==> src/rtl/stopwatch_pkg.sv <==
// rtl/stopwatch_pkg.sv - shared state, display select and width definitions for stopwatch_ctrl
package stopwatch_pkg;

    typedef enum logic [1:0] {
        IDLE = 2'd0,
        RUN  = 2'd1,
        STOP = 2'd2
    } state_t;

    localparam logic [1:0] SEL_RUN  = 2'b00;
    localparam logic [1:0] SEL_LAP1 = 2'b01;
    localparam logic [1:0] SEL_LAP2 = 2'b10;

    localparam int TIME_W_DEF = 16;

    // Cycle the display over valid entries only, wrapping back to running time.
    function automatic logic [1:0] next_view(input logic [1:0] sel, input logic [1:0] laps);
        logic [1:0] nxt;
        nxt = SEL_RUN;
        case (sel)
            SEL_RUN:  nxt = (laps >= 2'd1) ? SEL_LAP1 : SEL_RUN;
            SEL_LAP1: nxt = (laps == 2'd2) ? SEL_LAP2 : SEL_RUN;
            default:  nxt = SEL_RUN;
        endcase
        return nxt;
    endfunction

endpackage

==> src/rtl/view_timeout.sv <==
// rtl/view_timeout.sv - tick counter that strobes revert once a lap view has idled LIMIT ticks
module view_timeout #(
    parameter int LIMIT = 5
) (
    input  logic clk,
    input  logic rst_n,
    input  logic tick,
    input  logic active,
    input  logic restart,
    output logic revert
);

    localparam int CW = $clog2(LIMIT + 1);

    logic [CW-1:0] count;

    // restart (view press or clear) outranks a same-cycle expiry
    assign revert = active && tick && !restart && (count == CW'(LIMIT - 1));

    always_ff @(posedge clk or negedge rst_n) begin
        if (!rst_n) begin
            count <= '0;
        end else if (restart || !active || revert) begin
            count <= '0;
        end else if (tick) begin
            count <= count + 1'b1;
        end
    end

endmodule

==> src/rtl/stopwatch_ctrl.sv <==
// rtl/stopwatch_ctrl.sv - run/stop/clear sequencer with two lap registers and display select
// Optional display auto-revert built when STOPWATCH_VIEW_TIMEOUT_EN is defined.
module stopwatch_ctrl
    import stopwatch_pkg::*;
#(
    parameter int TIME_W       = TIME_W_DEF,
    parameter int VIEW_TIMEOUT = 5
) (
    input  logic              clk,
    input  logic              rst_n,
    input  logic              start_stop_p,
    input  logic              lap_p,
    input  logic              clr_p,
    input  logic              view_p,
    input  logic              tick,
    input  logic [TIME_W-1:0] running_time,
    output logic              run_en,
    output logic              clear_time,
    output logic [TIME_W-1:0] lap1,
    output logic [TIME_W-1:0] lap2,
    output logic [1:0]        lap_count,
    output logic [1:0]        display_select
);

    state_t state;
    logic   clr_go;
    logic   revert;

    assign clr_go = (state == STOP) && clr_p;

`ifdef STOPWATCH_VIEW_TIMEOUT_EN
    view_timeout #(
        .LIMIT(VIEW_TIMEOUT)
    ) u_view_timeout (
        .clk    (clk),
        .rst_n  (rst_n),
        .tick   (tick),
        .active (display_select != SEL_RUN),
        .restart(view_p | clr_go),
        .revert (revert)
    );
`else
    logic unused_cfg;
    assign revert     = 1'b0;
    assign unused_cfg = tick & (VIEW_TIMEOUT > 0);
`endif

    always_ff @(posedge clk or negedge rst_n) begin
        if (!rst_n) begin
            state          <= IDLE;
            run_en         <= 1'b0;
            clear_time     <= 1'b0;
            lap1           <= '0;
            lap2           <= '0;
            lap_count      <= 2'd0;
            display_select <= SEL_RUN;
        end else begin
            clear_time <= 1'b0;

            // view uses the pre-capture lap_count; a clear below overrides it
            if (view_p) begin
                display_select <= next_view(display_select, lap_count);
            end else if (revert) begin
                display_select <= SEL_RUN;
            end

            case (state)
                IDLE: begin
                    if (start_stop_p) begin
                        state  <= RUN;
                        run_en <= 1'b1;
                    end
                end
                RUN: begin
                    if (lap_p) begin
                        case (lap_count)
                            2'd0: begin
                                lap1      <= running_time;
                                lap_count <= 2'd1;
                            end
                            2'd1: begin
                                lap2      <= running_time;
                                lap_count <= 2'd2;
                            end
                            default: begin
                                lap1 <= lap2;
                                lap2 <= running_time;
                            end
                        endcase
                    end
                    if (start_stop_p) begin
                        state  <= STOP;
                        run_en <= 1'b0;
                    end
                end
                STOP: begin
                    if (clr_go) begin
                        state          <= IDLE;
                        clear_time     <= 1'b1;
                        lap1           <= '0;
                        lap2           <= '0;
                        lap_count      <= 2'd0;
                        display_select <= SEL_RUN;
                    end else if (start_stop_p) begin
                        state  <= RUN;
                        run_en <= 1'b1;
                    end
                end
                default: begin
                    state  <= IDLE;
                    run_en <= 1'b0;
                end
            endcase
        end
    end

endmodule

==> config.mk <==
export PLATFORM = sky130hd
export DESIGN_NAME = stopwatch_ctrl
export DESIGN_NICKNAME = d
export VERILOG_FILES = /design/src/rtl/stopwatch_pkg.sv /design/src/rtl/view_timeout.sv /design/src/rtl/stopwatch_ctrl.sv
export SDC_FILE = /design/constraint.sdc
export NUM_CORES = 1
export LEC_CHECK = 0
export ABC_AREA = 1
export BUFFER_PORTS_ARGS = -buffer_cell sky130_fd_sc_hd__buf_4
export CAP_MARGIN = 20
export CELL_PAD_IN_SITES_DETAIL_PLACEMENT = 1
export CELL_PAD_IN_SITES_GLOBAL_PLACEMENT = 1
export CORE_ASPECT_RATIO = 1.4
export CORE_MARGIN = 2
export CORE_UTILIZATION = 31
export CTS_BUF_LIST = sky130_fd_sc_hd__clkbuf_4 sky130_fd_sc_hd__clkbuf_8
export CTS_CLUSTER_DIAMETER = 150
export DETAILED_ROUTE_END_ITERATION = 6
export GPL_TIMING_DRIVEN = 0
export PLACE_DENSITY = 0.78
export SLEW_MARGIN = 20
export SYNTH_ARGS = -nofsm -noshare
export SYNTH_HDL_FRONTEND = slang
export SYNTH_HIERARCHICAL = 1
export SYNTH_SLANG_ARGS = --single-unit
==> constraint.sdc <==
create_clock -name clk -period 3 [get_ports clk]
set_clock_uncertainty 0.15 [all_clocks]
set_input_delay 0.45 -clock clk [delete_from_list [all_inputs] [get_ports clk]]
set_output_delay 0.45 -clock clk [all_outputs]
set_load 0.02 [all_outputs]
==> load_flow_metrics.sql <==
INSERT INTO impl_metrics (metric_group, metric, value, unit) VALUES
('outcome', 'status', 'finished, violations left', ''),
('outcome', 'failed_checks', 'hold timing', ''),
('grt', 'first_global_vias', '2384', ''),
('synthesis', 'yosys-top-cells-area', 'dfrtp_1, nand2_1, nor2_1, o21ai_0, inv_1', ''),
('timing', 'fmaxAchievable', '518', 'MHz'),
('worst_hold_path', 'timing.hold.worst.class', 'input port to async pin', ''),
('timing', 'period_utilisation_layout', '0.644', ''),
('floorplanning', 'rows', '36', ''),
('setup_path', 'cp-end-kind', 'flip-flop', ''),
('cells_and_area', 'nets', '419', ''),
('floorplanning', 'floorplan.io_pins', '61', ''),
('cells_and_area', 'most-common-layout-cells', 'nand2_1, buf_4, nor2_1', ''),
('floorplanning', 'floorplan.die.height', '105', 'µm'),
('grt', 'largest_net_degree_at_the_start_of_global_routing', '41', ''),
('cts', 'cts_resized', '0', ''),
('cells_and_area', 'layout.core_utilization', '0.416', ''),
('setup_path', 'reg2reg_to', 'lap1[7]$_DFFE_PN0P_', ''),
('cells_and_area', 'final_design_area_no_fill', '2920', 'µm²'),
('timing', 'finalHoldWorstSlack', '-26.6', 'ps'),
('cts', 'htree_num_levels', '2', ''),
('placed_design', 'placed_cell_area', '2830', 'µm²'),
('cells_and_area', 'final_layout_size_suffix_gt1_frac', '0.226', ''),
('route', 'postRouteAntennaNets', '0', ''),
('synthesis', 'yosysWarnings', '6', ''),
('setup_path', 'cp-endpoint', 'lap1[7]$_DFFE_PN0P_', ''),
('timing', 'rsz0062_at_grt', 'no', ''),
('timing', 'finalMaxSlewViolations', '0', ''),
('cts', 'root_buffer_selected_by_cts', 'clkbuf_8', ''),
('timing', 'period_minus_slack', '1930', 'ps'),
('synthesis', 'synth.top_cell.area_share', '0.442', ''),
('setup_path', 'worst_r2r_startpoint', 'state[0]$_DFFE_PN0P_', ''),
('synthesis', 'synth_seq_cells', '40', ''),
('synthesis', 'syn_nets', '353', ''),
('floorplanning', 'die_area', '8010', 'µm²'),
('grt', 'global_route.usage.total', '0.174', ''),
('cts', 'cts.sink_count', '40', ''),
('route', 'route.detailed.vias_per_inst', '4.51', ''),
('setup_path', 'timing.critical_path.fanout_max', '10', ''),
('synthesis', 'netlist.top_cell.by_area', 'dfrtp_1', ''),
('setup_path', 'worstPathRequired', '3030', 'ps'),
('synthesis', 'ys_seq_area_frac', '0.442', ''),
('grt', 'grt-ovfl-total', '0', ''),
('power', 'power_density', '1200', 'nW/µm²'),
('cts', 'cts.clk_slew.worst_paths', '80', 'ps'),
('setup_path', 'timing.critical_path.arrival', '1960', 'ps'),
('cells_and_area', 'num-fill-cells', '940', ''),
('route', 'detail_route.drc_violations', '0', ''),
('cells_and_area', 'layout.cells.most_common', 'nand2_1', ''),
('floorplanning', 'chipWidth', '76.2', 'µm'),
('route', 'avgRoutedWirePerCell', '13.7', 'µm'),
('synthesis', 'postSynthAreaPerCell', '6.94', 'µm²'),
('timing', 'setup_total_negative_slack', '0', 'ps'),
('route', 'drt_wl_total', '6680', 'µm'),
('power', 'finalPower', '3520', 'µW'),
('synthesis', 'synth_cells', '326', ''),
('grt', 'grt_first_pass_wirelength', '11400', 'µm'),
('synthesis', 'post_synth_instance_area', '2260', 'µm²'),
('power', 'irDropWorstVdd', '422', 'µV'),
('timing', 'slew_headroom', '0.641', ''),
('route', 'first_iter_violations', '42', ''),
('timing', 'hold_viol_final', '32', ''),
('cells_and_area', 'area.growth.synth_to_final', '29.1', '%'),
('cts', 'cts_inserted_buffers', '5', ''),
('timing', 'finalSetupViolations', '0', ''),
('setup_path', 'rrSetupSlack', '1070', 'ps'),
('setup_path', 'timing.critical_path.from', 'state[0]$_DFFE_PN0P_', ''),
('floorplanning', 'start_util', '0.322', ''),
('setup_path', 'startpoint_class', 'flip-flop', ''),
('job', 'cap_violations', '0', ''),
('placed_design', 'detailed_placer_s_ending_hpwl', '5050', 'µm'),
('cells_and_area', 'multi_input_area', '986', 'µm²');
-- stage by stage --
stage | hold WS (ps) | setup WS [ps] | std cells
2_1_floorplan | 4.41 | 1380 | 326
3_3_place_gp | 328 | 1120 | 480
3_5_place_dp | 326 | 1050 | 480
4_1_cts | 4.20 | 1040 | 488
5_1_grt | 27.1 | 887 | 488
6_report | -26.6 | 1070 | 488
-- power by group --
group / internal, µW / leakage [µW] / switching [µW]
clock network: 206 / 0.0000523 / 195
registers: 802 / 0.000499 / 178
logic: 787 / 0.00114 / 1350
total: 1790 / 0.00169 / 1720
-- cells by family after synthesis --
kind of cell / Yosys count / synth area share
and+or+nand+nor: 178 / 0.323
AOI/OAI and AO/OA: 41 / 0.0907
adders and majority gates: 4 / 0.0221
DFF: 40 / 0.442
buffers and inverters: 63 / 0.122
-- final cells by class --
type | count | area share
Clock buffer | 8 | 0.0334
Multi-Input combinational cell | 223 | 0.337
Buffer | 14 | 0.0308
Timing Repair Buffer | 59 | 0.152
Sequential cell | 40 | 0.342
Inverter | 49 | 0.0638
Tap cell | 95 | 0.0407
-- sequential cells by signal (all words and copies together), names as in the netlist --
register and count:
lap1 16, lap2 16, display_select 2, lap_count 2
state 2, clear_time 1, run_en 1
-- Yosys cell counts --
cell      number
nand3_1        4
clkbuf_1       3
inv_1         46
inv_2          2
ha_1           4
inv_4          1
nand2_2        2
o21ai_0       37
buf_6          3
nor2_1        57
a21oi_1        3
o21ai_1        1
nand4_1        1
nand4_4        1
nor2_4         2
nand2_4        2
nor2_2         1
buf_4          2
nand2_1      108
buf_2          5
dfrtp_1       40
clkbuf_2       1
-- critical path, cell delays in order (launching register included) --
cell      delay (ps)
dfrtp_1          420
inv_1            100
ha_1             180
buf_4            190
inv_4             90
nand2_4          110
nand2_4           90
clkbuf_2         210
o21ai_0          190
nand2_1           80
-- how the worst min path moves through the flow --
| stage | endpoint | slack (ps) | cells past startpoint | start |
|---|---|---|---|---|
| after floorplan | clear_time$_DFF_PN0_ | 4 | 0 | rst_n |
| after global placement | state[0]$_DFFE_PN0P_ | 330 | 1 | rst_n |
| after detailed placement | lap1[12]$_DFFE_PN0P_ | 330 | 1 | rst_n |
| after CTS | lap2[14]$_DFFE_PN0P_ | 4 | 1 | rst_n |
| after global routing | lap2[14]$_DFFE_PN0P_ | 30 | 1 | rst_n |
| final | lap2[14]$_DFFE_PN0P_ | -30 | 1 | rst_n |
-- layer usage --
layer / vias up / global-route usage / routed length [µm]
li1: 1100 / - / -
met1: 1058 / 0.194 / 2750
met4: 0 / 0.0584 / 95
met2: 35 / 0.332 / 3630
met5: - / 0 / 0
met3: 7 / 0.0250 / 201
(Power assumes the default switching activity.)
